==> src/rtl/os_array_ctrl_if.sv <==
// Scheduler/result-side bundle for os_array_ctrl: tile command, status, result beats.
interface os_array_ctrl_if #(
   parameter int K_WIDTH = 16,
   parameter int COL_NUM = 3
);
   localparam int IW = $clog2(COL_NUM) + 1;

   logic          start;
   logic [K_WIDTH-1:0] cfg_k;
   logic          busy;
   logic          done;
   logic          cfg_err;
   logic          out_rdy;
   logic          res_vld;
   logic [IW-1:0] res_col_idx;

   modport master (
      output start, cfg_k, out_rdy,
      input  busy, done, cfg_err, res_vld, res_col_idx
   );

   modport slave (
      input  start, cfg_k, out_rdy,
      output busy, done, cfg_err, res_vld, res_col_idx
   );
endinterface

==> src/rtl/os_array_ctrl.sv <==
// os_array_ctrl: output-stationary PE array tile sequencer (feed, drain, load, shift).
// Optional perf counters are built when OS_ARRAY_CTRL_PERF_EN is defined.
module os_array_ctrl #(
   parameter int ROW_NUM = 4,
   parameter int COL_NUM = 3,
   parameter int K_WIDTH = 16,
   parameter int PE_LAT  = 1
) (
   input  logic               clk,
   input  logic               rst_n,
   os_array_ctrl_if.slave     bus,
   output logic [K_WIDTH:0]   feed_cnt,
   output logic [ROW_NUM-1:0] row_en,
   output logic [COL_NUM-1:0] col_en,
   output logic               load_en,
   output logic               shift_en
`ifdef OS_ARRAY_CTRL_PERF_EN
   ,
   output logic [31:0]        perf_tile_cnt,
   output logic [31:0]        perf_stall_cnt
`endif
);
   localparam int CW = K_WIDTH + 1;
   localparam int IW = $clog2(COL_NUM) + 1;
   localparam int DW = $clog2(PE_LAT + 1) + 1;
   localparam logic [CW-1:0] SKEW = CW'(ROW_NUM + COL_NUM - 2);

   typedef enum logic [2:0] {
      IDLE, FEED, DRAIN, LOAD, SHIFT, DONE
   } state_t;

   state_t        state;
   logic [CW-1:0] k_q;
   logic [DW-1:0] drain_cnt;
   logic [IW-1:0] beat;
   logic          busy_q;
   logic          done_q;
   logic          cfg_err_q;
   logic [CW-1:0] feed_last;
   logic [CW-1:0] feed_nxt;
   logic [CW-1:0] k_in;

   // Diagonal skew: lane i is live while i <= fc < i+K.
   function automatic logic [ROW_NUM-1:0] row_mask(
      input logic [CW-1:0] fc,
      input logic [CW-1:0] k
   );
      row_mask = '0;
      for (int r = 0; r < ROW_NUM; r++)
         row_mask[r] = (fc >= CW'(r)) && (fc < CW'(r) + k);
   endfunction

   function automatic logic [COL_NUM-1:0] col_mask(
      input logic [CW-1:0] fc,
      input logic [CW-1:0] k
   );
      col_mask = '0;
      for (int c = 0; c < COL_NUM; c++)
         col_mask[c] = (fc >= CW'(c)) && (fc < CW'(c) + k);
   endfunction

   assign k_in      = {1'b0, bus.cfg_k};
   assign feed_last = k_q + SKEW - CW'(1);
   assign feed_nxt  = feed_cnt + CW'(1);

   assign shift_en        = (state == SHIFT) && bus.out_rdy;
   assign bus.res_vld     = shift_en;
   assign bus.res_col_idx = beat;
   assign bus.busy        = busy_q;
   assign bus.done        = done_q;
   assign bus.cfg_err     = cfg_err_q;

   always_ff @(posedge clk or negedge rst_n) begin
      if (!rst_n) begin
         state     <= IDLE;
         k_q       <= '0;
         feed_cnt  <= '0;
         row_en    <= '0;
         col_en    <= '0;
         load_en   <= 1'b0;
         drain_cnt <= '0;
         beat      <= '0;
         busy_q    <= 1'b0;
         done_q    <= 1'b0;
         cfg_err_q <= 1'b0;
      end else begin
         done_q    <= 1'b0;
         cfg_err_q <= 1'b0;
         load_en   <= 1'b0;
         unique case (state)
            IDLE: begin
               if (bus.start) begin
                  if (bus.cfg_k == '0) begin
                     cfg_err_q <= 1'b1;
                  end else begin
                     k_q      <= k_in;
                     feed_cnt <= '0;
                     busy_q   <= 1'b1;
                     row_en   <= row_mask('0, k_in);
                     col_en   <= col_mask('0, k_in);
                     state    <= FEED;
                  end
               end
            end
            FEED: begin
               if (feed_cnt == feed_last) begin
                  feed_cnt  <= '0;
                  row_en    <= '0;
                  col_en    <= '0;
                  drain_cnt <= '0;
                  if (PE_LAT == 0) begin
                     load_en <= 1'b1;
                     state   <= LOAD;
                  end else begin
                     state <= DRAIN;
                  end
               end else begin
                  feed_cnt <= feed_nxt;
                  row_en   <= row_mask(feed_nxt, k_q);
                  col_en   <= col_mask(feed_nxt, k_q);
               end
            end
            DRAIN: begin
               if (drain_cnt == DW'(PE_LAT - 1)) begin
                  load_en <= 1'b1;
                  state   <= LOAD;
               end else begin
                  drain_cnt <= drain_cnt + DW'(1);
               end
            end
            LOAD: begin
               beat  <= '0;
               state <= SHIFT;
            end
            SHIFT: begin
               if (bus.out_rdy) begin
                  if (beat == IW'(COL_NUM - 1)) begin
                     beat   <= '0;
                     done_q <= 1'b1;
                     state  <= DONE;
                  end else begin
                     beat <= beat + IW'(1);
                  end
               end
            end
            DONE: begin
               busy_q <= 1'b0;
               state  <= IDLE;
            end
            default: state <= IDLE;
         endcase
      end
   end

`ifdef OS_ARRAY_CTRL_PERF_EN
   always_ff @(posedge clk or negedge rst_n) begin
      if (!rst_n) begin
         perf_tile_cnt  <= '0;
         perf_stall_cnt <= '0;
      end else begin
         if (state == DONE && perf_tile_cnt != '1)
            perf_tile_cnt <= perf_tile_cnt + 32'd1;
         if (state == SHIFT && !bus.out_rdy && perf_stall_cnt != '1)
            perf_stall_cnt <= perf_stall_cnt + 32'd1;
      end
   end
`endif
endmodule

==> src/flat_wrapper.sv <==
// flat-port wrapper written by rule: the top's interface ports become plain ports
module os_array_ctrl_flat 
#(
   parameter int ROW_NUM = 4,
   parameter int COL_NUM = 3,
   parameter int K_WIDTH = 16,
   parameter int PE_LAT  = 1
)
  (clk, rst_n, feed_cnt, row_en, col_en, load_en, shift_en, bus_start, bus_cfg_k, bus_out_rdy, bus_busy, bus_done, bus_cfg_err, bus_res_vld, bus_res_col_idx);
  os_array_ctrl_if #(.K_WIDTH(K_WIDTH), .COL_NUM(COL_NUM)) bus_i ();
  input  logic clk;
  input  logic rst_n;
  output logic [K_WIDTH:0] feed_cnt;
  output logic [ROW_NUM-1:0] row_en;
  output logic [COL_NUM-1:0] col_en;
  output logic load_en;
  output logic shift_en;
  input wire logic [$bits(bus_i.start)-1:0] bus_start;
  input wire logic [$bits(bus_i.cfg_k)-1:0] bus_cfg_k;
  input wire logic [$bits(bus_i.out_rdy)-1:0] bus_out_rdy;
  output wire logic [$bits(bus_i.busy)-1:0] bus_busy;
  output wire logic [$bits(bus_i.done)-1:0] bus_done;
  output wire logic [$bits(bus_i.cfg_err)-1:0] bus_cfg_err;
  output wire logic [$bits(bus_i.res_vld)-1:0] bus_res_vld;
  output wire logic [$bits(bus_i.res_col_idx)-1:0] bus_res_col_idx;
  assign bus_i.start = bus_start;
  assign bus_i.cfg_k = bus_cfg_k;
  assign bus_i.out_rdy = bus_out_rdy;
  assign bus_busy = bus_i.busy;
  assign bus_done = bus_i.done;
  assign bus_cfg_err = bus_i.cfg_err;
  assign bus_res_vld = bus_i.res_vld;
  assign bus_res_col_idx = bus_i.res_col_idx;
  os_array_ctrl #(.ROW_NUM(ROW_NUM), .COL_NUM(COL_NUM), .K_WIDTH(K_WIDTH), .PE_LAT(PE_LAT)) u_core (.clk(clk), .rst_n(rst_n), .bus(bus_i), .feed_cnt(feed_cnt), .row_en(row_en), .col_en(col_en), .load_en(load_en), .shift_en(shift_en));
endmodule
==> config.mk <==
export PLATFORM = sky130hd
export DESIGN_NAME = os_array_ctrl_flat
export DESIGN_NICKNAME = d
export VERILOG_FILES = /design/src/rtl/os_array_ctrl_if.sv /design/src/rtl/os_array_ctrl.sv /design/src/flat_wrapper.sv
export SDC_FILE = /design/constraint.sdc
export NUM_CORES = 1
export LEC_CHECK = 0
export ABC_CLOCK_PERIOD_IN_PS = 3200
export CAP_MARGIN = 40
export CORE_ASPECT_RATIO = 0.8
export CORE_MARGIN = 2
export CORE_UTILIZATION = 30
export CTS_CLUSTER_DIAMETER = 40
export DETAILED_ROUTE_END_ITERATION = 10
export GPL_ROUTABILITY_DRIVEN = 0
export SYNTH_ARGS = -nofsm -noshare
export SYNTH_HDL_FRONTEND = slang
export SYNTH_SLANG_ARGS = --single-unit
==> constraint.sdc <==
create_clock -name clk -period 3.2 [get_ports clk]
set_input_delay 0.32 -clock clk [delete_from_list [all_inputs] [get_ports clk]]
set_output_delay 0.32 -clock clk [all_outputs]
set_load 0.01 [all_outputs]
==> results.md <==
* Min Hold Slack at 459.7 ps
* Initial DRC count at 339
* CP max stage cell: dfrtp_1
* YS warnings at 0
* Synth async-reset ratio at 1.000
* Syn Area/Cell at 8.388 µm²
* Count of cell types in the netlist at 56
* Post-CTS setup buffer count at 0
* Synth Register Bits at 49
* Period utilization at 0.9670
* Post-synthesis xor/xnor area fraction at 0.1272
* TritonRoute pass-1 iters at 5
* Clock Tree Root: clkbuf_16
* Initial antenna violation count at 0
* Mux cell area share after synthesis at 0.04154
* Outcome: finished, final reports clean
* CP most frequent cell: ha_1
* Synth area leaders: dfrtp_1 23%, ha_1 18%, xnor2_1 12%
* Worst Path Buf+Inv at 0
* Synthesized cell area at 0.005301 mm²
* RSZ-0062 raised after global routing: true
* Complex-gate fraction of the synthesized area at 0.1300
* Crit path cell chain: ha_1 > nand4_2 > nor4_4 > nand2_1 > xnor2_1 > ha_1 > a21oi_1 > nor2b_1 > o21ai_0 > nand2b_1 > o41ai_1
* Main combinational cell family by area after synthesis: simple AND/OR/NAND/NOR gates
* Filler cell count at 1770
* Slew @ Worst Pin at 715.3 ps
* Row count at 43
* Post-synthesis cell count at 632
* Most frequent cells in the layout: 74 x ha_1, 68 x xnor2_1, 65 x buf_4
* Crit path launch: u_core.k_q[3]
* Simple-gate portion of the synthesized area at 0.2304
* Worst reg2reg path depth at 11
* Clock Skew at 11.06 ps
* Worst hold path class: in -> async
* Setup TNS at 0 ps
* Clk sinks at 49
* Worst setup path end: u_core.row_en[1]
* TritonCTS clock tree: yes
* Die Height at 122.9 µm
* Syn Nets at 727
* Crit path launch type: flip-flop
* WL final at 16.42 mm
* Placed Instances at 931
* Clock Path Buffers at 2
* R2R Path End: u_core.row_en[1]
* Routed Antenna Nets at 0
* Seq/Total Area, Yosys at 0.2313
* Final setup viols at 0
* Leak at 2.631 nW
* Synth Area in Adders at 0.1770
* Crit-path max cell delay at 510 ps
* Post-synth top flop: dfrtp_1
* Clock Latency Late Sink at 300 ps
* Vias post-DR at 4899
* Power Density at 208.1 mW/mm²
* Slew Limit Fails at 0
* Layout area overhead at 25.44%
* Cell Area, Placed at 0.006399 mm²
* ANT cells at 0
* H-tree depth at 2
* Dpl hpwl at 13.20 mm
* DR WL/cell at 17.47 µm
* Layout cells sized above 1 at 0.1580
* RR Startpoint: u_core.k_q[3]
* Number of global-route vias before repair at 4735
* WP data required at 3380 ps
* Residual DRC at 0
* Clock Pin Slew Worst Setup and Hold Paths at 80 ps
* GRT Util Overall at 0.1793
* CTS buffer count at 5
* CP Class: reg -> reg
* First-pass GRT wire length at 26.52 mm
* Max Clock Freq at 323.2 MHz
* Pre-CTS WS at 88.77 ps
* DR vias/cell at 5.212
* Max cap viols at 0
* Layout Cells excl Fill at 940
* Final nets at 809
* Final setup margin at 105.6 ps
* Family with the most delay on the worst path: simple AND/OR/NAND/NOR gates
* Grt total ovfl at 0
* Design area at 0.006650 mm²
* Final hold vios at 0
* Die area at 0.01876 mm²
* Synth area leader: dfrtp_1
* Ports at 53
* Number of flops mapped to enable cells by yosys at 0
* Worst-path fanout max at 6
* Reg2Reg Setup Slack at 110 ps
* Starting Density at 0.3060
* Relative slew slack at 0.5108
* Crit path depth at 11
* CP Data Arrival Time at 3280 ps
* Worst IR Drop VDD at 208.7 µV
* CORE AREA at 0.01732 mm²
* Crit. End Element: flip-flop
* Largest net degree at the start of global routing at 37
* Tmin final at 3094 ps
* Port-buffer cells at 52
* Die X at 152.6 µm
* Commonest non-fill, non-tap cell in the layout: ha_1
* Synth top area share at 0.2313
==> routing by layer <==
metal / GRT usage / vias up / part of all wire
li1: - / 2406 / -
met1: 0.2783 / 2300 / 0.52
met2: 0.2581 / 172 / 0.40
met3: 0.03821 / 21 / 0.077
met4: 0.02546 / 0 / 0.0090
met5: 0 / - / 0
==> cell usage after synthesis, drive strengths merged, types with 9 or more instances <==
cell    number
a21o        11
a21oi       21
and3         9
buf         18
clkbuf      26
dfrtp       49
ha          75
inv         32
mux2        16
nand2       48
nand2b      11
nand3       23
nand4       24
nor2        37
nor2b       12
nor3        25
nor4        12
o21ai       36
xnor2       71
==> worst min path at each step <==
stage	cells past startpoint	end	start
after detailed placement	1	u_core.k_q[13]	rst_n
after global routing	2	u_core.k_q[9]	rst_n
after CTS	2	u_core.k_q[9]	rst_n
after global placement	1	u_core.k_q[12]	rst_n
after floorplan	0	u_core.bus.busy	rst_n
final	2	u_core.k_q[12]	rst_n
==> registers in the layout, indices dropped and copies added, names as in the netlist <==
signal                  count
u_core.row_en               4
u_core.bus.cfg_err          1
u_core.k_q                 16
u_core.bus.busy             1
u_core.drain_cnt            2
u_core.bus.res_col_idx      3
u_core.state                3
u_core.feed_cnt            17
u_core.load_en              1
u_core.bus.done             1
==> logic make-up (layout without fill, tap and decap cells) <==
logic type / after synthesis / count (layout)
and+or+nand+nor: 226 / 226
AOI/OAI and AO/OA: 108 / 108
xor gates and xnor gates: 77 / 77
buffers and inverters: 77 / 160
adders and majority gates: 75 / 75
DFF: 49 / 49
muxes: 20 / 20
==> worst reg2reg max path: cells and delay by family, from the launching register on <==
| family | cells | cell delay [ps] |
|---|---|---|
| AND/OR/NAND/NOR | 5 | 1020 |
| flip-flops | 1 | 510 |
| AO/OA/AOI/OAI | 3 | 680 |
| XOR/XNOR | 1 | 200 |
| adder cells (fa/ha/maj) | 2 | 560 |
==> where the power goes <==
| group | leakage, nW | total (W) | internal (W) | switching (W) |
|---|---|---|---|---|
| Sequential | 0.605 | 0.000619 | 0.000619 | 0 |
| Combinational | 1.93 | 0.0000468 | 0.0000236 | 0.0000232 |
| Clock | 0.0938 | 0.000718 | 0.000448 | 0.000270 |
| Total | 2.63 | 0.00138 | 0.00109 | 0.000294 |
==> layout make-up <==
cell class              count  area (µm²)  area share
multi-input cells         506        3794      0.5705
well taps                 225       281.5     0.04233
inverters                  33       123.9     0.01863
clock inverters             3       65.06    0.009784
clock buffers               5       125.1     0.01881
flip-flops and latches     49        1227      0.1846
repair buffers            119        1033      0.1554
==> per-stage QoR <==
| step | utilization | power, W |
|---|---|---|
| after floorplan | - | 0.0006336 |
| after global placement | 0.3693 | 0.0006783 |
| after detailed placement | 0.3693 | 0.0006784 |
| after CTS | 0.3809 | 0.001397 |
| after global routing | 0.3839 | 0.001421 |
| final | 0.3839 | 0.001384 |
==> what timing repair did <==
item / CTS / global route
resized for setup: 0 / 10
hold buffers: 1 / 0
setup endpoints to repair: 0 / 16
endpoints found under the hold margin: 13 / 0
(Power assumes the default switching activity.)
